`src/rtl/led_blinker_pkg.sv`:
```
// Shared definitions for the LED event driver: channel FSM encoding and default timing constants.
package led_blinker_pkg;

  typedef enum logic [1:0] {
    ST_IDLE = 2'd0,
    ST_ON   = 2'd1,
    ST_OFF  = 2'd2
  } state_t;

  localparam int DEF_TICK_DIV    = 50000;
  localparam int DEF_ON_TICKS    = 100;
  localparam int DEF_OFF_TICKS   = 100;
  localparam int DEF_MAX_PENDING = 7;

endpackage

```
`src/rtl/led_blink_channel.sv`:
```
// One LED channel: on/off FSM, tick timer, saturating queue of pending blinks and sticky overflow flag.
module led_blink_channel
  import led_blinker_pkg::*;
#(
  parameter int ON_TICKS    = DEF_ON_TICKS,
  parameter int OFF_TICKS   = DEF_OFF_TICKS,
  parameter int MAX_PENDING = DEF_MAX_PENDING
) (
  input  logic i_clk,
  input  logic i_rst_n,
  input  logic i_tick,
  input  logic i_event,
  input  logic i_clr_ovf,
  output logic o_led,
  output logic o_busy,
  output logic o_overflow
);

  localparam int TMR_MAX = (ON_TICKS > OFF_TICKS) ? ON_TICKS : OFF_TICKS;
  localparam int TMR_W   = (TMR_MAX > 1) ? $clog2(TMR_MAX) : 1;
  localparam int PND_W   = $clog2(MAX_PENDING + 1);

  state_t             r_state;
  logic [TMR_W-1:0]   r_timer;
  logic [PND_W-1:0]   r_pending;
  logic               r_led;
  logic               r_busy;
  logic               r_ovf;

  logic w_on_end, w_off_end, w_off_fire, w_full, w_drop;

  assign w_on_end   = (r_timer == TMR_W'(ON_TICKS - 1));
  assign w_off_end  = (r_timer == TMR_W'(OFF_TICKS - 1));
  assign w_off_fire = (r_state == ST_OFF) && i_tick && w_off_end;
  assign w_full     = (r_pending == PND_W'(MAX_PENDING));
  // An event arriving as the gap ends is consumed by the next blink, so it can never overflow.
  assign w_drop     = i_event && w_full && (r_state != ST_IDLE) && !w_off_fire;

  always_ff @(posedge i_clk or negedge i_rst_n) begin
    if (!i_rst_n) begin
      r_state   <= ST_IDLE;
      r_timer   <= '0;
      r_pending <= '0;
      r_led     <= 1'b0;
      r_busy    <= 1'b0;
      r_ovf     <= 1'b0;
    end else begin
      r_ovf <= w_drop | (r_ovf & ~i_clr_ovf);
      case (r_state)
        ST_IDLE: begin
          if (i_event) begin
            r_state <= ST_ON;
            r_timer <= '0;
            r_led   <= 1'b1;
            r_busy  <= 1'b1;
          end
        end
        ST_ON: begin
          if (i_event && !w_full) r_pending <= r_pending + PND_W'(1);
          if (i_tick) begin
            if (w_on_end) begin
              r_state <= ST_OFF;
              r_timer <= '0;
              r_led   <= 1'b0;
            end else begin
              r_timer <= r_timer + TMR_W'(1);
            end
          end
        end
        ST_OFF: begin
          if (w_off_fire) begin
            r_timer <= '0;
            if (r_pending != '0 || i_event) begin
              r_state   <= ST_ON;
              r_led     <= 1'b1;
              r_pending <= r_pending - PND_W'(!i_event);
            end else begin
              r_state <= ST_IDLE;
              r_busy  <= 1'b0;
            end
          end else begin
            if (i_event && !w_full) r_pending <= r_pending + PND_W'(1);
            if (i_tick) r_timer <= r_timer + TMR_W'(1);
          end
        end
        default: begin
          r_state   <= ST_IDLE;
          r_timer   <= '0;
          r_pending <= '0;
          r_led     <= 1'b0;
          r_busy    <= 1'b0;
        end
      endcase
    end
  end

  assign o_led      = r_led;
  assign o_busy     = r_busy;
  assign o_overflow = r_ovf;

endmodule

```
`src/rtl/led_blinker.sv`:
```
// Multi-channel LED event driver: shared tick prescaler feeding CHANNELS independent blink channels.
module led_blinker
  import led_blinker_pkg::*;
#(
  parameter int CHANNELS    = 8,
  parameter int TICK_DIV    = DEF_TICK_DIV,
  parameter int ON_TICKS    = DEF_ON_TICKS,
  parameter int OFF_TICKS   = DEF_OFF_TICKS,
  parameter int MAX_PENDING = DEF_MAX_PENDING
) (
  input  logic                i_clk,
  input  logic                i_rst_n,
  input  logic [CHANNELS-1:0] i_event,
  input  logic                i_clr_ovf,
  output logic [CHANNELS-1:0] o_led,
  output logic [CHANNELS-1:0] o_busy,
  output logic [CHANNELS-1:0] o_overflow
);

  localparam int PRE_W = $clog2(TICK_DIV);

  logic [PRE_W-1:0] r_pre;
  logic             w_tick;

  assign w_tick = (r_pre == PRE_W'(TICK_DIV - 1));

  always_ff @(posedge i_clk or negedge i_rst_n) begin
    if (!i_rst_n) r_pre <= '0;
    else          r_pre <= w_tick ? '0 : r_pre + PRE_W'(1);
  end

  for (genvar g = 0; g < CHANNELS; g++) begin : g_ch
    led_blink_channel #(
      .ON_TICKS    (ON_TICKS),
      .OFF_TICKS   (OFF_TICKS),
      .MAX_PENDING (MAX_PENDING)
    ) u_ch (
      .i_clk      (i_clk),
      .i_rst_n    (i_rst_n),
      .i_tick     (w_tick),
      .i_event    (i_event[g]),
      .i_clr_ovf  (i_clr_ovf),
      .o_led      (o_led[g]),
      .o_busy     (o_busy[g]),
      .o_overflow (o_overflow[g])
    );
  end

endmodule

```
`config.mk`:
```
export PLATFORM = sky130hd
export DESIGN_NAME = led_blinker
export DESIGN_NICKNAME = d
export VERILOG_FILES = /design/src/rtl/led_blinker_pkg.sv /design/src/rtl/led_blink_channel.sv /design/src/rtl/led_blinker.sv
export SDC_FILE = /design/constraint.sdc
export NUM_CORES = 1
export LEC_CHECK = 0
export CORE_ASPECT_RATIO = 1.25
export CORE_MARGIN = 2
export CORE_UTILIZATION = 60
export DETAILED_ROUTE_END_ITERATION = 7
export PLACE_DENSITY = 0.79
export SLEW_MARGIN = 10
export SYNTH_ARGS = -nofsm -noshare
export SYNTH_HDL_FRONTEND = slang
export SYNTH_SLANG_ARGS = --single-unit
export TNS_END_PERCENT = 30
```
`constraint.sdc`:
```
create_clock -name i_clk -period 6.12 [get_ports i_clk]
set_input_delay 0.918 -clock i_clk [delete_from_list [all_inputs] [get_ports i_clk]]
set_output_delay 0.918 -clock i_clk [all_outputs]
set_load 0.05 [all_outputs]
```
==> qor.txt <==
Yosys top cell by area: dfrtp_1
Setup Buffers After CTS: 0
Post-route setup TNS: 0 ns
Net count, final: 1076
CP arrival: 3.46 ns
Drt total wl: 17.63 mm
Share of layout cells above drive strength 1: 6.740%
Top_reg_cell synth: dfrtp_1
Filler instances: 1114
Routability cong.: 0.8477
Final Cycle Share: 50.70%
DIE WIDTH: 112.4 um
# resized after CTS: 0
Switching power: 1.490 mW
Worst r2r path cells: 8
Unrepaired setup endpoints after global routing: false
Post-route insts no fill: 1172
Critical Path Start: r_pre[0]
Class of the most critical setup path: flop to flop
Die height: 139.5 um
Mean Syn Cell Area: 9.117 um^2
Htree depth: 4
Port Buffers: 34
# Max-Cap Violations: 0
Max VDD drop: 0.2531 mV
Synth Cell Area: 8816 um^2
Post-synth EDFFs: 0
Slew margin rel.: 39.75%
Num ports: 35
Worst Hold Class: input port to asynchronous set/reset pin
Worst R2R End: g_ch[0].u_ch.r_pending[0]
Die area: 15690 um^2
Status: completed
Max-slew violation count: 0
Remaining Overflow, GRT: 0
Lkg Pwr: 4.493 nW
Fin Hold WS: 0.4763 ns
Crit end category: flop
DR iter-0 viols: 316
CP Launch Type: flop
Hold Fails Final Rpt: 0
DR vias/cell: 5.869
Most common cell in the synthesized netlist: dfrtp_1
Vias in the first global route: 6734
Clk_skew: 0.006436 ns
Reg clk slew, reported paths: 0.05 ns
Crit path time final: 3.103 ns
DRT antenna net count: 0
CTS tree: done
Synth Register Bits: 136
Crit-path cells: ha_1, and3_1, nand4_1, buf_4, nor2_1, mux2_2, o22ai_1, a22o_1
P_int: 2.200 mW
Post-synth ARST share: 100.0%
Post-synthesis cell type count: 75
Reg-to-reg critical path startpoint: r_pre[0]
Initial core utilization: 61.19%
Core Rows: 49
Net count after synthesis: 1059
Diodes inserted: 0
Seq/Total Area, Yosys: 38.60%
Max Fclk: 322.3 MHz
Combinational Power Share: 43.9%
Final setup vio count: 0
Max FO, Critical Path: 11
Residual DRC: 0
Cell Pwr Density: 381.1 nW/um^2
Initial antenna violation count: 0
GR Util All Layers: 23.92%
Synth Instances: 967
Commonest cells in the netlist: dfrtp_1, nor2_1, nand2_1
Post-Place Cells: 1143
CP Capture Point: g_ch[0].u_ch.r_pending[0]
Clock tree buffer depth: 2
First-pass GRT wire length: 30.87 mm
CTS buffer count: 17
Avg WL per Cell: 15.04 um
Sequential Area: 3403 um^2
Required time of the worst setup path: 6.48 ns
Max incr delay on CP: 0.58 ns
Core box area: 14410 um^2
P&R area growth vs syn: 9.821%
Worst-Margin Slew: 0.9038 ns
Largest cells by area after synthesis: dfrtp_1, ha_1, nor2_1, xor2_1, nand2_1
Post-synth top area share: 38.60%
Largest net degree at the start of global routing: 73
R2R Setup Slk: 3.02 ns
Synth warn: 0
Vias: 6878
CTS root buf: clkbuf_16
Clock power frac: 25.4%
Sequential share of power: 30.7%
Hpwl dp: 12.43 mm
Area of the multi-input gates: 4906 um^2
CTS Hold Buffers Added: 0
Worst skew pair latency: 0.42 ns
Slowest library cell on the worst path: nand4_1
Drt pass-1 iters: 5
Clock sinks: 136
Sw Share: 40.38%
==> flip-flops by register name, indices dropped and copies added, names as in the netlist <==
name                  flops
g_ch.u_ch.r_pending      24
g_ch.u_ch.r_timer        56
g_ch.u_ch.o_led           8
g_ch.u_ch.o_busy          8
r_pre                    16
g_ch.u_ch.r_state        16
g_ch.u_ch.o_overflow      8
==> cells in the final DEF, fill, tap and decap left out, drive strengths merged, types with 6 or more instances in the layout <==
cell type      Yosys  routed
clkdlybuf4s50      0      33
nand3b             6       6
inv               69      69
a21oi             58      58
and3              17      17
nor2b             15      15
nand2             96      96
mux2              13      13
o21ai             44      44
xnor2             10      10
o31ai              7       7
a31oi             18      18
or2               10      10
nand4             17      17
o22ai             16      16
mux2i             17      17
a22o              11      11
dfrtp            136     136
nand3             29      29
a21o               7       7
nor2             105     105
clkbuf            10      26
ha                81      81
nor4               7       7
xor2              42      42
nand2b            12      12
nor4b              9       9
nor3              13      13
==> critical path, delay by kind of cell, from the launching register on <==
family,cells,cell delay [ns]
DFF,1,0.40
muxes,1,0.39
adders and majority gates,1,0.22
buffers and inverters,1,0.43
AOI/OAI and AO/OA,2,0.27
and+or+nand+nor,3,1.33
==> cell type report <==
cell class / count / area share (%)
multi-input cells: 724 / 50.67
flip-flops and latches: 136 / 35.15
clock buffers: 26 / 5.363
repair buffers: 36 / 3.683
inverters: 69 / 2.675
well taps: 178 / 2.300
clock inverters: 3 / 0.1551
==> per-layer routing <==
metal	global-route usage, %	wire [um]	vias up
met5	0	0	-
met4	8.280	243	0
met3	4.268	543	19
met2	41.00	8727	121
met1	30.53	8116	3321
li1	-	-	3417
==> cells by family (layout without fill, tap and decap cells) <==
logic type | after synthesis | after routing | share of synthesized area [%]
AND/OR/NAND/NOR | 361 | 361 | 20.79
XOR/XNOR | 52 | 52 | 5.166
multiplexers | 30 | 30 | 3.591
buffers and inverters | 107 | 134 | 5.748
adder cells (fa/ha/maj) | 81 | 81 | 11.50
AO/OA/AOI/OAI | 200 | 200 | 14.60
flip-flops | 136 | 136 | 38.60
==> power by group through the flow <==
stage	registers (mW)	clock network, mW	logic [mW]
after floorplan	1.12	0	1.31
after global placement	1.14	0	1.58
after detailed placement	1.15	0	1.61
after CTS	1.13	0.951	1.62
after global routing	1.15	0.986	1.83
final	1.13	0.938	1.62
==> stage by stage <==
stage	cell area, um^2	util [%]	power, mW	worst slack, ns
global placement	9148	63.49	2.727	3.166
CTS	9682	67.20	3.704	3.022
detailed placement	9148	63.49	2.752	3.054
floorplan	8816	-	2.423	3.961
finish	9682	67.20	3.689	3.017
global route	9682	67.20	3.964	2.770
==> worst min path at each step <==
stage                   start                      end  slack (ns)  cells after the start
finish                i_rst_n  g_ch[6].u_ch.r_timer[3]        0.48                      1
global route          i_rst_n  g_ch[6].u_ch.r_timer[4]        0.52                      1
CTS                   i_rst_n  g_ch[6].u_ch.r_timer[3]        0.49                      1
detailed placement  r_pre[10]                r_pre[10]        0.48                      1
global placement     r_pre[0]                 r_pre[0]        0.46                      1
floorplan           r_pre[13]                r_pre[13]        0.45                      1
No activity file was read; power rests on OpenSTA's default activity.
